$ cat src/rtl/f1_pkg.sv
// f1_pkg: shared types and constants for the F1 start-lights timing blocks
package f1_pkg;
  typedef enum logic [1:0] {IDLE, COUNT, DONE, HOLD} delay_state_t;
  localparam int LFSR_W = 7;
  localparam logic [LFSR_W-1:0] LFSR_TAPS = 7'b1000100;
endpackage

$ cat src/rtl/lfsr7.sv
// lfsr7: free-running x^7+x^3+1 Fibonacci LFSR with a zero-safe reset seed
module lfsr7
  import f1_pkg::*;
(
  input  logic              clk,
  input  logic              rst,
  input  logic [LFSR_W-1:0] seed,
  output logic [LFSR_W-1:0] q
);
  always_ff @(posedge clk)
    if (rst) q <= (seed == '0) ? LFSR_W'(1) : seed;
    else q <= {q[LFSR_W-2:0], ^(q & LFSR_TAPS)};
endmodule

$ cat src/rtl/f1_delay.sv
// f1_delay: pseudo-random delay after the start lights, ending in a one-cycle time_out pulse
module f1_delay
  import f1_pkg::*;
#(
  parameter logic [6:0] SEED = 7'h01,
  parameter int MIN_DELAY = 4
) (
  input  logic       clk,
  input  logic       rst,
  input  logic       en,
  input  logic       trigger,
  output logic       time_out,
  output logic       busy,
  output logic [7:0] delay_val
);
  delay_state_t state, state_n;
  logic [LFSR_W-1:0] lfsr;
  logic [7:0] count, count_n, delay_n, load;
  logic trig_d, start;
  lfsr7 u_lfsr (.clk(clk), .rst(rst), .seed(SEED), .q(lfsr));
  assign start = trigger & ~trig_d;
  assign load = {1'b0, lfsr} + 8'(MIN_DELAY);
  assign time_out = (state == DONE);
  assign busy = (state == COUNT);
  // trig_d resets high so a trigger already asserted at reset release is not an edge
  always_ff @(posedge clk)
    if (rst) begin
      state <= IDLE;
      count <= '0;
      delay_val <= '0;
      trig_d <= 1'b1;
    end else begin
      state <= state_n;
      count <= count_n;
      delay_val <= delay_n;
      trig_d <= trigger;
    end
  always_comb begin
    state_n = state;
    count_n = count;
    delay_n = delay_val;
    unique case (state)
      IDLE: if (start) begin
        count_n = load;
        delay_n = load;
        state_n = COUNT;
      end
      COUNT: if (en) begin
        if (count == 8'd1) state_n = DONE;
        else count_n = count - 8'd1;
      end
      DONE: state_n = trigger ? HOLD : IDLE;
      HOLD: state_n = trigger ? HOLD : IDLE;
      default: state_n = IDLE;
    endcase
  end
endmodule
$ cat config.mk
export PLATFORM = sky130hd
export DESIGN_NAME = f1_delay
export DESIGN_NICKNAME = d
export VERILOG_FILES = /design/src/rtl/f1_pkg.sv /design/src/rtl/lfsr7.sv /design/src/rtl/f1_delay.sv
export SDC_FILE = /design/constraint.sdc
export NUM_CORES = 1
export LEC_CHECK = 0
export CORE_UTILIZATION = 35
export CTS_BUF_LIST = sky130_fd_sc_hd__clkbuf_16
export DETAILED_ROUTE_END_ITERATION = 6
export PLACE_DENSITY = 0.54
export SYNTH_ARGS = -nofsm -noshare
export SYNTH_HDL_FRONTEND = slang
export SYNTH_SLANG_ARGS = --single-unit
$ cat constraint.sdc
create_clock -name clk -period 1.4 [get_ports clk]
set_clock_uncertainty 0.05 [all_clocks]
set_input_delay 0.28 -clock clk [delete_from_list [all_inputs] [get_ports clk]]
set_output_delay 0.28 -clock clk [all_outputs]
set_load 0.01 [all_outputs]
# --- Word-level counts from Yosys, hierarchy flattened ---
# Index checks and enable logic that the tools add are counted.
word_totals:
  regBits: 26
  in_bits: 4
  output_inout_bits: 10
  word_cells: 33
classes:
  add_sub_neg: 2
  n_eq_ne: 8
  muxes: 9
  bitwise_logic: 2
  n_reduce_logical: 7
ops:
  columns: ["op", "count"]
  rows:
  - ["two-way mux 8 bit", 3]
  - ["one-hot mux 8 bit (2 select lines)", 1]
  - ["adder 7 x 3 -> 8 bit, second input constant", 1]
  - ["== test 8 x 1 -> 1 bit, second input constant", 1]
  - ["two-way mux 2 bit", 4]
  - ["subtractor 8 x 1 -> 8 bit, second input constant", 1]
  - ["parity 7 bit", 1]
  - ["inequality test 2 bit, second input constant", 3]
  - ["one-hot mux 2 bit (3 select lines)", 1]
  - ["== test 2 bit, second input constant", 2]
  - ["AND reduction 4 bit", 1]
  - ["AND reduction 3 bit", 1]
  - ["== test 2 x 1 -> 1 bit, second input constant", 1]
  - ["logical NOT 2 bit", 1]
  - ["inequality test 2 x 1 -> 1 bit, second input constant", 1]
  - ["AND reduction 2 bit", 1]
  - ["nonzero test 2 bit", 1]
  - ["OR reduction 2 bit", 1]
  - ["bitwise AND 1 bit", 1]
  - ["inverter 1 bit", 1]

# --- Depth between registers and ports, before layout ---
# Gate-level depths: netlist (run 1).
logic_depth:
  ltp_word: 4
  ltp_mapped: 6
  depth_no_buf: 6

# --- Modules after synthesis ---
# From an unflattened synthesis (run 1), not the netlist that was laid out.
unflattened:
  cells_unflattened: 149
  hier_area_um2: 1305.0
by_module_without_submodules:
  columns: ["module", "n_inst", "cells_each", "area_per_inst_um2"]
  rows:
  - ["f1_delay", 1, 129, 1059.8]
  - ["lfsr7", 1, 20, 245.2]

# --- Worst setup path after synthesis (run 1) ---
# No wires, ideal clock.
synth_timing:
  kind: "flip-flop to flip-flop"
  startpoint: "reg count[0]"
  endpoint: "reg count[6]"
  setup_ns: 0.075
  t_arrival_ns: 1.445
  required_ns: 1.275
  path_slack_ns: -0.170
  stages_incl_launch_ff: 7
  n_path_buf: 0
  period_less_slack_ns: 1.570
  cell_sequence: "dfxtp_1 -> inv_1 -> ha_1 -> nor4b_1 -> a21oi_1 -> a221o_1 -> o22ai_1"
synth_via:
  elab_chain_cells: 4
  word_cells_on_any_way: 7
  cone_classes: "add/sub: 1; eq/ne: 2; mux: 3; reduce/logical: 1"
synth_lines:
  columns: ["item", "line_no", "rtl"]
  rows:
  - ["from (decl)", "f1_delay.sv:18", "logic [7:0] count, count_n, delay_n, load;"]
  - ["from (signal assigned)", "f1_delay.sv:34", "count <= count_n;"]
  - ["subtractor 8 x 1 -> 8 bit", "f1_delay.sv:50", "else count_n = count - 8'd1;"]
  - ["two-way mux 8 bit", "f1_delay.sv:49", "if (count == 8'd1) state_n = DONE;"]
  - ["two-way mux 8 bit", "f1_delay.sv:48", "COUNT: if (en) begin"]
  - ["one-hot mux 8 bit (2 select lines)", "f1_delay.sv:42", "unique case (state)"]
# Parallel ways exist; a longest one is shown, timed or not. The select of a mux whose other input is x is not followed.
# A chain may end at the register's enable or synchronous reset.

# --- Worst setup path in the final report (run 1) ---
layout_timing:
  startpoint: "reg state[0]"
  endpoint: "reg count[6]"
layout_via:
  elab_chain_cells: 3
  word_cells_on_any_way: 8
  cone_classes: "eq/ne: 4; mux: 1; reduce/logical: 3"
layout_lines:
  columns: ["item", "line_no", "rtl"]
  rows:
  - ["from (decl)", "f1_delay.sv:16", "delay_state_t state, state_n;"]
  - ["from (signal assigned)", "f1_delay.sv:33", "state <= state_n;"]
  - ["== test 2 x 1 -> 1 bit or logical NOT 2 bit (tied branches)", "f1_delay.sv:42", null]
  - ["inequality test 2 bit (no line) or nonzero test 2 bit (tied branches)", null, null]
  - ["AND reduction 4 bit (no line)", null, null]
# Parallel ways exist; a longest one is shown, timed or not.

==> results of run 1 <==
## final cells by class
class	instances	share of cell area [%]
tap	44	2.799
multi-input combinational	107	40.78
inverter	7	1.336
sequential	26	26.97
clock buffer	3	3.817
clock inverter	1	1.527
timing repair buffer	50	22.77
## layer usage
| layer | track usage (%) | part of all wire (%) |
|---|---|---|
| met1 | 28.76 | 45 |
| met2 | 33.91 | 49 |
| met3 | 3.198 | 4.8 |
| met4 | 6.818 | 1.1 |
| met5 | 0 | 0 |
## sequential cells by signal (all words and copies together), names as in the netlist
name,flops
count,8
u_lfsr.q,7
delay_val,8
state,2
trig_d,1
## critical path, delay by kind of cell (launching register included)
family / cells / cell delay (ns)
compound gates: 2 / 0.48
flops: 1 / 0.33
simple gates: 1 / 0.59
## where the power goes
part | switching (W) | leakage [nW] | internal, W
clock | 0.000269 | 0.0511 | 0.000569
combinational | 0.000219 | 0.555 | 0.000227
sequential | 0.0000278 | 0.215 | 0.000776
total | 0.000515 | 0.821 | 0.00157
## Yosys cell counts (all sizes together)
library cell	n	area, um2
xnor2	3	26.28
a311oi	1	8.760
inv	7	26.28
and2	1	6.260
xor2	1	8.760
ha	3	37.54
o32ai	5	43.79
or2	1	6.260
a211oi	3	22.52
a311o	1	10.01
nand3	7	35.03
clkbuf	5	20.01
and3	2	12.51
o22ai	1	6.260
nor2	16	60.06
o221ai	1	8.760
nor2b	7	43.79
dfxtp	26	520.5
a31oi	2	12.51
or4b	1	10.01
a21oi	20	100.1
nor4b	2	17.52
nand2	15	56.30
a21boi	2	15.01
buf	4	20.02
nor3	5	30.03
nand4	1	6.260
nand2b	1	6.260
a221o	1	10.01
o21ai	4	20.02
## cells by family (layout without fill, tap and decap cells)
| group | count (synthesis) | in the layout | share of synthesized area (%) |
|---|---|---|---|
| and+or+nand+nor | 59 | 59 | 24.04 |
| AOI/OAI and AO/OA | 41 | 41 | 21.35 |
| DFF | 26 | 26 | 43.11 |
| buffers and inverters | 16 | 61 | 5.492 |
| xor gates and xnor gates | 4 | 4 | 2.902 |
| adders and majority gates | 3 | 3 | 3.109 |
## through the flow
| step | area [um2] | power (W) | TNS, ns | utilization [%] | std cells |
|---|---|---|---|---|---|
| after global placement | 1608 | 0.001166 | -7.528 | 50.99 | 229 |
| after CTS | 1790 | 0.002026 | -0.8496 | 56.79 | 234 |
| after floorplan | 1224 | 0.0009939 | -0.8505 | - | 149 |
| final | 1967 | 0.002088 | -0.7082 | 62.38 | 238 |
| after global routing | 1967 | 0.002163 | -1.330 | 62.38 | 238 |
| after detailed placement | 1608 | 0.001172 | -7.781 | 50.99 | 229 |
## how the worst max path moves through the flow
| stage | from | to | slack [ns] |
|---|---|---|---|
| 2_1_floorplan | count[1]$_SDFFE_PP0P_ | count[6]$_SDFFE_PP0P_ | -0.12 |
| 3_3_place_gp | trigger | count[5]$_SDFFE_PP0P_ | -0.56 |
| 3_5_place_dp | trigger | count[3]$_SDFFE_PP0P_ | -0.59 |
| 4_1_cts | count[1]$_SDFFE_PP0P_ | count[5]$_SDFFE_PP0P_ | -0.11 |
| 5_1_grt | state[0]$_SDFFE_PP0P_ | count[6]$_SDFFE_PP0P_ | -0.17 |
| 6_report | state[0]$_SDFFE_PP0P_ | count[6]$_SDFFE_PP0P_ | -0.12 |
## repair_timing
item	CTS	global route
resized for setup	39	35
pin swaps	7	6
endpoints found under the setup margin	26	18
cloned	0	1
setup buffers	2	3
==> qor.yml, run 1 <==
grt:
  grt_pass1_wl_um: 5595
  globalRouteTotalUtil_pct: 20.99
  antenna_found_initial: 0
  grt_max_degree: 16
  grt_pass1_vias: 1194
  grt-ovfl-total: 0
synthesis:
  synth_cell_types: 32
  syn-num-nets: 156
  ys_ff_latch: 26
  syn_area_per_cell_um2: 8.103
  yosys_warnings: 0
  netlist_instances: 149
  synth_area_um2: 1207
  yosysSeqAreaShare_pct: 43.11
route:
  firstDrtPassIters: 5
  drt-total-wl_um: 3574
  drc: 0
  dr.first_iter.drc_count: 51
  post_drt_wl_per_cell_um: 15.02
  ant_nets: 0
  via_per_inst: 5.424
  num_vias: 1291
critical_path:
  crit_arrival_ns: 1.66
  crit_path_max_incr_delay_ns: 0.59
  r2r_slack_ns: -0.12
  reg2reg_depth: 3
  r2r-start: "state[0]$_SDFFE_PP0P_"
  cp-end-kind: "flop"
  cp_slowest_cell: "or4b_4"
  worstPathCellList: "or4b_4, a221o_1, o22ai_1"
  crit_required_ns: 1.54
  r2r-end: "count[6]$_SDFFE_PP0P_"
  critical_path_class: "reg -> reg"
  cp_max_fo: 4
  start_kind: "flop"
final_layout:
  drive_gt1_share_pct: 42.27
  fin_nets: 202
  most-common-layout-cells: "26 x buf_4, 18 x dfxtp_1, 14 x nor2_1"
  multiInputGateArea_um2: 802.0
  diodes: 0
  ff_latch_area_um2: 530.5
  syn_to_final_growth_pct: 62.90
  final_common_cell: "buf_4"
  final.fill_count: 288
sta:
  relSlewSlack_pct: 76.92
  fin_ws_ns: -0.1226
  slew_violations: 0
  setup_viol: 12
  rsz0062_at_grt: "true"
  final_hold_viol_count: 0
  hold_slack_ns: 0.3933
  fmax_mhz: 656.8
  post-route-period-util_pct: 108.8
  max_slew.worst_pin.slew_ns: 0.3461
  period_minus_slack_ns: 1.523
die:
  start_util_pct: 38.29
  die_y_um: 60.74
  die_width_um: 60.74
  fp.coreArea_um2: 3153
  ios: 14
  dieArea_um2: 3689
  rows: 20
worst_hold_path:
  hold_path_end: "trig_d$_SDFF_PP1_"
  hold_class: "in -> reg"
  min_from: "trigger"
  hold_path_depth: 2
place:
  dp_hpwl_um: 2415
  gp_congestion: 0.8556
  portBuffers: 13
  place_ws_ns: -0.5888
job:
  maxCapViolCount: 0
power:
  p_per_area_nw_per_um2: 1062
  p_leak_nw: 0.8212
  ir_drop_mv: 0.6675
clock_tree:
  clockBufferDepth: 2
  numCtsBuffers: 3
  cts-root-buf: "clkbuf_16"
  cts_tree: "yes"
  clkSlewWorstSetupHoldPaths_ns: 0.07
  clock_latency_ns: 0.26
  h-tree-depth: 1
  cts_sinks: 26
  hold_buffers: 0
run_status:
  status: "finished with violations"
  violations: "setup timing"
No activity file was read; power rests on OpenSTA's default activity.
==> run 2: changes to the inputs <==
--- a/config.mk
+++ b/config.mk
@@ -9,6 +9,7 @@
 export CTS_BUF_LIST = sky130_fd_sc_hd__clkbuf_16
 export DETAILED_ROUTE_END_ITERATION = 6
 export PLACE_DENSITY = 0.54
+export SKIP_CTS_REPAIR_TIMING = 1
 export SYNTH_ARGS = -nofsm -noshare
 export SYNTH_HDL_FRONTEND = slang
 export SYNTH_SLANG_ARGS = --single-unit
==> run 2 against run 1 <==
The flow still finishes with violations (setup timing). Sequential cell count unchanged. Die area unchanged. Register-to-register slack hardly changed. Wire length up 5.2%. Largest cell class unchanged. Clock power is essentially flat. Final cell count up 0.42%. First-iteration DRC count is 29% higher. Sequential share of layout area fell by 1.1 points. Via count up 2.2%. Design area increased by 5.5%. Clock-buffer cell count did not move. Sequential power grew 0.5%.
==> qor.yml, run 2 (synthesized netlist as in run 1, its figures left out) <==
run_status:
  status: "finished with violations"
  violations: "setup timing"
final_layout:
  most-common-layout-cells: "27 x buf_4, 15 x dfxtp_1, 13 x nand2_1"
  final.fill_count: 259  # -10%
  reg.largest.list: "count: 8 flops, delay_val: 8 flops, u_lfsr.q: 7 flops"
  syn_to_final_growth_pct: 71.81
  fin_nets: 203  # +0.50%
  final_common_cell: "buf_4"
  utilization_pct: 65.79  # +3.4 points
  diodes: 0  # unchanged
  drive_gt1_share_pct: 47.18  # +4.9 points
die:
  dieArea_um2: 3689  # unchanged
  start_util_pct: 38.29  # unchanged
  die_y_um: 60.74  # unchanged
  rows: 20  # unchanged
  ios: 14  # unchanged
  die_width_um: 60.74  # unchanged
  fp.coreArea_um2: 3153  # unchanged
worst_hold_path:
  hold_path_depth: 2  # unchanged
  hold_class: "in -> reg"
  min_from: "trigger"
  hold_path_end: "trig_d$_SDFF_PP1_"
route:
  dr.first_iter.drc_count: 66  # +29%
  drc: 0  # unchanged
  firstDrtPassIters: 4  # -1
  post_drt_wl_per_cell_um: 15.74  # +4.8%
  drt-total-wl_um: 3761  # +5.2%
  via_per_inst: 5.519  # +1.7%
  num_vias: 1319  # +2.2%
  ant_nets: 0  # unchanged
sta:
  fin_ws_ns: -0.1227  # -0.0001280 ns
  period_minus_slack_ns: 1.523  # +0.0001280 ns
  slew_violations: 0  # unchanged
  post-route-period-util_pct: 108.8  # about the same
  max_slew.worst_pin.slew_ns: 0.3089  # -0.03723 ns
  relSlewSlack_pct: 79.41  # +2.5 points
  rsz0062_at_grt: "true"
  fmax_mhz: 656.7  # about the same
  setup_viol: 11  # -1
  final_hold_viol_count: 0  # unchanged
critical_path:
  crit_arrival_ns: 1.62  # -0.04 ns
  reg2reg_depth: 4  # +1
  cp-end-kind: "flop"
  r2r_slack_ns: -0.12  # about the same
  r2r-start: "trig_d$_SDFF_PP1_"
  crit_required_ns: 1.50  # -0.04 ns
  cp_max_fo: 6  # +2
  start_kind: "flop"
  critical_path_class: "reg -> reg"
  r2r-end: "count[6]$_SDFFE_PP0P_"
clock_tree:
  cts-root-buf: "clkbuf_16"
  clockBufferDepth: 2  # unchanged
  clock_latency_ns: 0.26  # about the same
  h-tree-depth: 1  # unchanged
  cts_tree: "yes"
  numCtsBuffers: 3  # unchanged
  cts_sinks: 26  # unchanged
  clkSlewWorstSetupHoldPaths_ns: 0.07  # about the same
grt:
  globalRouteTotalUtil_pct: 19.56  # -1.4 points
  antenna_found_initial: 0  # unchanged
  grt-ovfl-total: 0  # unchanged
  grt_max_degree: 16  # unchanged
  grt_pass1_wl_um: 5230  # -6.5%
  grt_pass1_vias: 1148  # -3.9%
job:
  maxCapViolCount: 0  # unchanged
place:
  dp_hpwl_um: 2415  # unchanged
  place_ws_ns: -0.5888  # unchanged
  portBuffers: 13  # unchanged
  gp_congestion: 0.8556  # unchanged
power:
  p_leak_nw: 0.9619  # +17%
  ir_drop_mv: 0.5983  # -10%
  p_per_area_nw_per_um2: 1029  # -3.1%
-- run 2: critical path, stage by stage, from the launching register on --
cell and delay (ns):
dfxtp_2 0.32, or4b_4 0.59, buf_6 0.17, a21oi_1 0.17, o22ai_1 0.10
-- run 2: worst max-delay path by stage --
stage                                from               endpoint  slack [ns]  cells past startpoint
floorplan           count[1]$_SDFFE_PP0P_  count[6]$_SDFFE_PP0P_       -0.12                      6
global placement                  trigger  count[5]$_SDFFE_PP0P_       -0.56                      5
detailed placement                trigger  count[3]$_SDFFE_PP0P_       -0.59                      5
CTS                 state[1]$_SDFFE_PP0P_               time_out       -0.35                      3
global route            trig_d$_SDFF_PP1_  count[6]$_SDFFE_PP0P_       -0.16                      3
finish                  trig_d$_SDFF_PP1_  count[6]$_SDFFE_PP0P_       -0.12                      4
-- run 2: layout make-up --
cell class	instances	area (um2)	share of cell area, %
clock buffers	3	75.07	3.619
clock inverters	1	30.03	1.448
inverters	7	26.28	1.267
multi-input cells	107	872.1	42.04
flip-flops and latches	26	536.8	25.87
well taps	44	55.05	2.654
repair buffers	51	479.2	23.10
-- run 2: per-stage QoR --
step | area [um2] | hold WS, ns | total power (W) | cells | setup TNS, ns
after global routing | 2074 | 0.3310 | 0.002204 | 239 | -1.244
after detailed placement | 1608 | 0.4015 | 0.001172 | 229 | -7.781
after floorplan | 1224 | 0.3366 | 0.0009939 | 149 | -0.8505
after CTS | 1713 | 0.4105 | 0.002003 | 233 | -4.662
after global placement | 1608 | 0.3872 | 0.001166 | 229 | -7.528
final | 2074 | 0.2988 | 0.002134 | 239 | -0.6229
-- run 2: report_power, final --
part / leakage [nW] / switching, W / internal [W]
Combinational: 0.694 / 0.000240 / 0.000251
Clock: 0.0511 / 0.000266 / 0.000569
Sequential: 0.217 / 0.0000313 / 0.000776
Total: 0.962 / 0.000538 / 0.00160
-- run 2: layer usage --
metal	vias to the layer above	part of all wire, %	global-route usage (%)
li1	619	-	-
met1	652	45	27.02
met2	44	50	30.93
met3	4	4.7	3.198
met4	0	0.66	6.818
met5	-	0	0
==> run 3: changes to the inputs <==
--- a/config.mk
+++ b/config.mk
@@ -5,6 +5,7 @@
 export SDC_FILE = /design/constraint.sdc
 export NUM_CORES = 1
 export LEC_CHECK = 0
+export CORE_MARGIN = 5
 export CORE_UTILIZATION = 35
 export CTS_BUF_LIST = sky130_fd_sc_hd__clkbuf_16
 export DETAILED_ROUTE_END_ITERATION = 6
==> run 3 against run 2 <==
The run still ends with setup timing left. Sequential share of layout area rose by 0.96 points. Utilization fell by 6.0 points. Global-route usage fell by 4.7 points. Design area fell by 3.8%. Final cell count fell by 0.42%. Setup slack got worse by 0.048 ns. Non-clock buffer count fell by 3. Sequential power barely moved. First-iteration DRC count fell by 20%. Clock power rose by 2.6%. Via count fell by 7.1%. Wire length fell by 5.8%. Critical path type unchanged. Largest power group unchanged.
==> qor.yml, run 3 (synthesized netlist as in run 1, its figures left out) <==
route:
  ant_nets: 0  # unchanged
  firstDrtPassIters: 4  # unchanged
  via_per_inst: 5.147  # -6.7%
  dr.first_iter.drc_count: 53  # -20%
  num_vias: 1225  # -7.1%
  drt-total-wl_um: 3542  # -5.8%
  post_drt_wl_per_cell_um: 14.88  # -5.4%
  drc: 0  # unchanged
power:
  total_power_w: 0.002124  # -0.49%
  ir_drop_mv: 0.4837  # -19%
  p_leak_nw: 0.9275  # -3.6%
  p_per_area_nw_per_um2: 1064  # +3.4%
grt:
  grt-ovfl-total: 0  # unchanged
  grt_pass1_vias: 1108  # -3.5%
  grt_pass1_wl_um: 5244  # +0.27%
  grt_max_degree: 26  # +10
  antenna_found_initial: 0  # unchanged
  globalRouteTotalUtil_pct: 14.90  # -4.7 points
critical_path:
  cp_max_fo: 7  # +1
  cp-end-kind: "flop"
  crit_required_ns: 1.50  # about the same
  start_kind: "flop"
  critical_path_class: "reg -> reg"
  crit_arrival_ns: 1.67  # +0.05 ns
die:
  die_y_um: 68.74  # +13%
  fp.coreArea_um2: 3337  # +5.8%
  start_util_pct: 36.18  # -2.1 points
  die_width_um: 68.74  # +13%
  rows: 21  # +5.0%
  dieArea_um2: 4725  # +28%
  ios: 14  # unchanged
clock_tree:
  cts_tree: "yes"
  cts_sinks: 26  # unchanged
  clockBufferDepth: 2  # unchanged
  numCtsBuffers: 3  # unchanged
  clock_latency_ns: 0.27  # about the same
  cts-root-buf: "clkbuf_16"
  clkSlewWorstSetupHoldPaths_ns: 0.07  # about the same
  h-tree-depth: 1  # unchanged
final_layout:
  fin_nets: 200  # -1.5%
  instances_no_fill: 238  # -0.42%
  final_common_cell: "buf_4"
  diodes: 0  # unchanged
  most-common-layout-cells: "27 x buf_4, 18 x dfxtp_1, 15 x nand2_1"
  syn_to_final_growth_pct: 65.28
  reg.largest.list: "count: 8 flops, delay_val: 8 flops, u_lfsr.q: 7 flops"
  drive_gt1_share_pct: 39.06  # -8.1 points
job:
  maxCapViolCount: 0  # unchanged
place:
  dp_cells: 226  # -1.3%
  place_ws_ns: -0.5412  # +0.04765 ns
  portBuffers: 13  # unchanged
  dp_hpwl_um: 2292  # -5.1%
  gp_congestion: 0.9308  # +8.8%
sta:
  post-route-period-util_pct: 112.2  # +3.4 points
  hold_slack_ns: 0.3317  # +0.03284 ns
  final_hold_viol_count: 0  # unchanged
  relSlewSlack_pct: 73.72  # -5.7 points
  fin_setup_tns_ns: -1.164  # -0.5415 ns
  fin_ws_ns: -0.1707  # -0.04805 ns
  period_minus_slack_ns: 1.571  # +0.04804 ns
  max_slew.worst_pin.slew_ns: 0.3926  # +0.08367 ns
  fmax_mhz: 636.6  # -3.1%
  setup_viol: 9  # -2
  slew_violations: 0  # unchanged
  rsz0062_at_grt: "true"
run_status:
  status: "finished with violations"
  violations: "setup timing"
worst_hold_path:
  hold_class: "in -> reg"
==> run 3: path summary, 6_finish.rpt <==
| path | startpoint | slack [ns] | to | cells past startpoint |
|---|---|---|---|---|
| max | count[1]$_SDFFE_PP0P_ | -0.17 | count[0]$_SDFFE_PP0P_ | 7 |
| min | trigger | 0.33 | trig_d$_SDFF_PP1_ | 3 |
| max reg2reg | count[1]$_SDFFE_PP0P_ | -0.17 | count[0]$_SDFFE_PP0P_ | 7 |
| min reg2reg | delay_val[0]$_SDFFE_PP0P_ | 0.40 | delay_val[0]$_SDFFE_PP0P_ | 2 |
==> run 3: final cells by class <==
type                       count  area (um2)
inverter                       7       28.78
timing repair buffer          48       459.2
sequential                    26       535.5
fill                         303        1341
multi-input combinational    107       809.5
tap                           46       57.56
clock buffer                   3       75.07
clock inverter                 1       30.03
==> run 3: through the flow <==
stage                     instance area (um2)  utilization [%]
after floorplan                          1224                -
after CTS                                1690            50.66
after global placement                   1585            47.51
after detailed placement                 1585            47.51
final                                    1996            59.81
after global routing                     1996            59.81
==> run 3: where the power goes <==
part           switching (W)  internal [W]  leakage (nW)
Clock               0.000287      0.000570        0.0511
Sequential         0.0000350      0.000775         0.216
Combinational       0.000214      0.000243         0.660
Total               0.000536       0.00159         0.928
==> run 3: layer usage <==
metal | vias up | part of all wire [%] | wire length (um) | track usage, %
met5 | - | 0 | 0 | 0
met4 | 0 | 1.6 | 55 | 7.299
met3 | 5 | 2.7 | 94 | 2.593
met2 | 20 | 50 | 1767 | 22.88
met1 | 588 | 46 | 1625 | 20.04
li1 | 612 | - | - | -
==> run 3: worst max-delay path, cell delays in order (launching register included) <==
cell and delay, ns:
dfxtp_2 0.36, inv_4 0.05, ha_4 0.16, a311o_1 0.39
buf_6 0.17, buf_4 0.13, nand3_1 0.07, a31oi_1 0.08
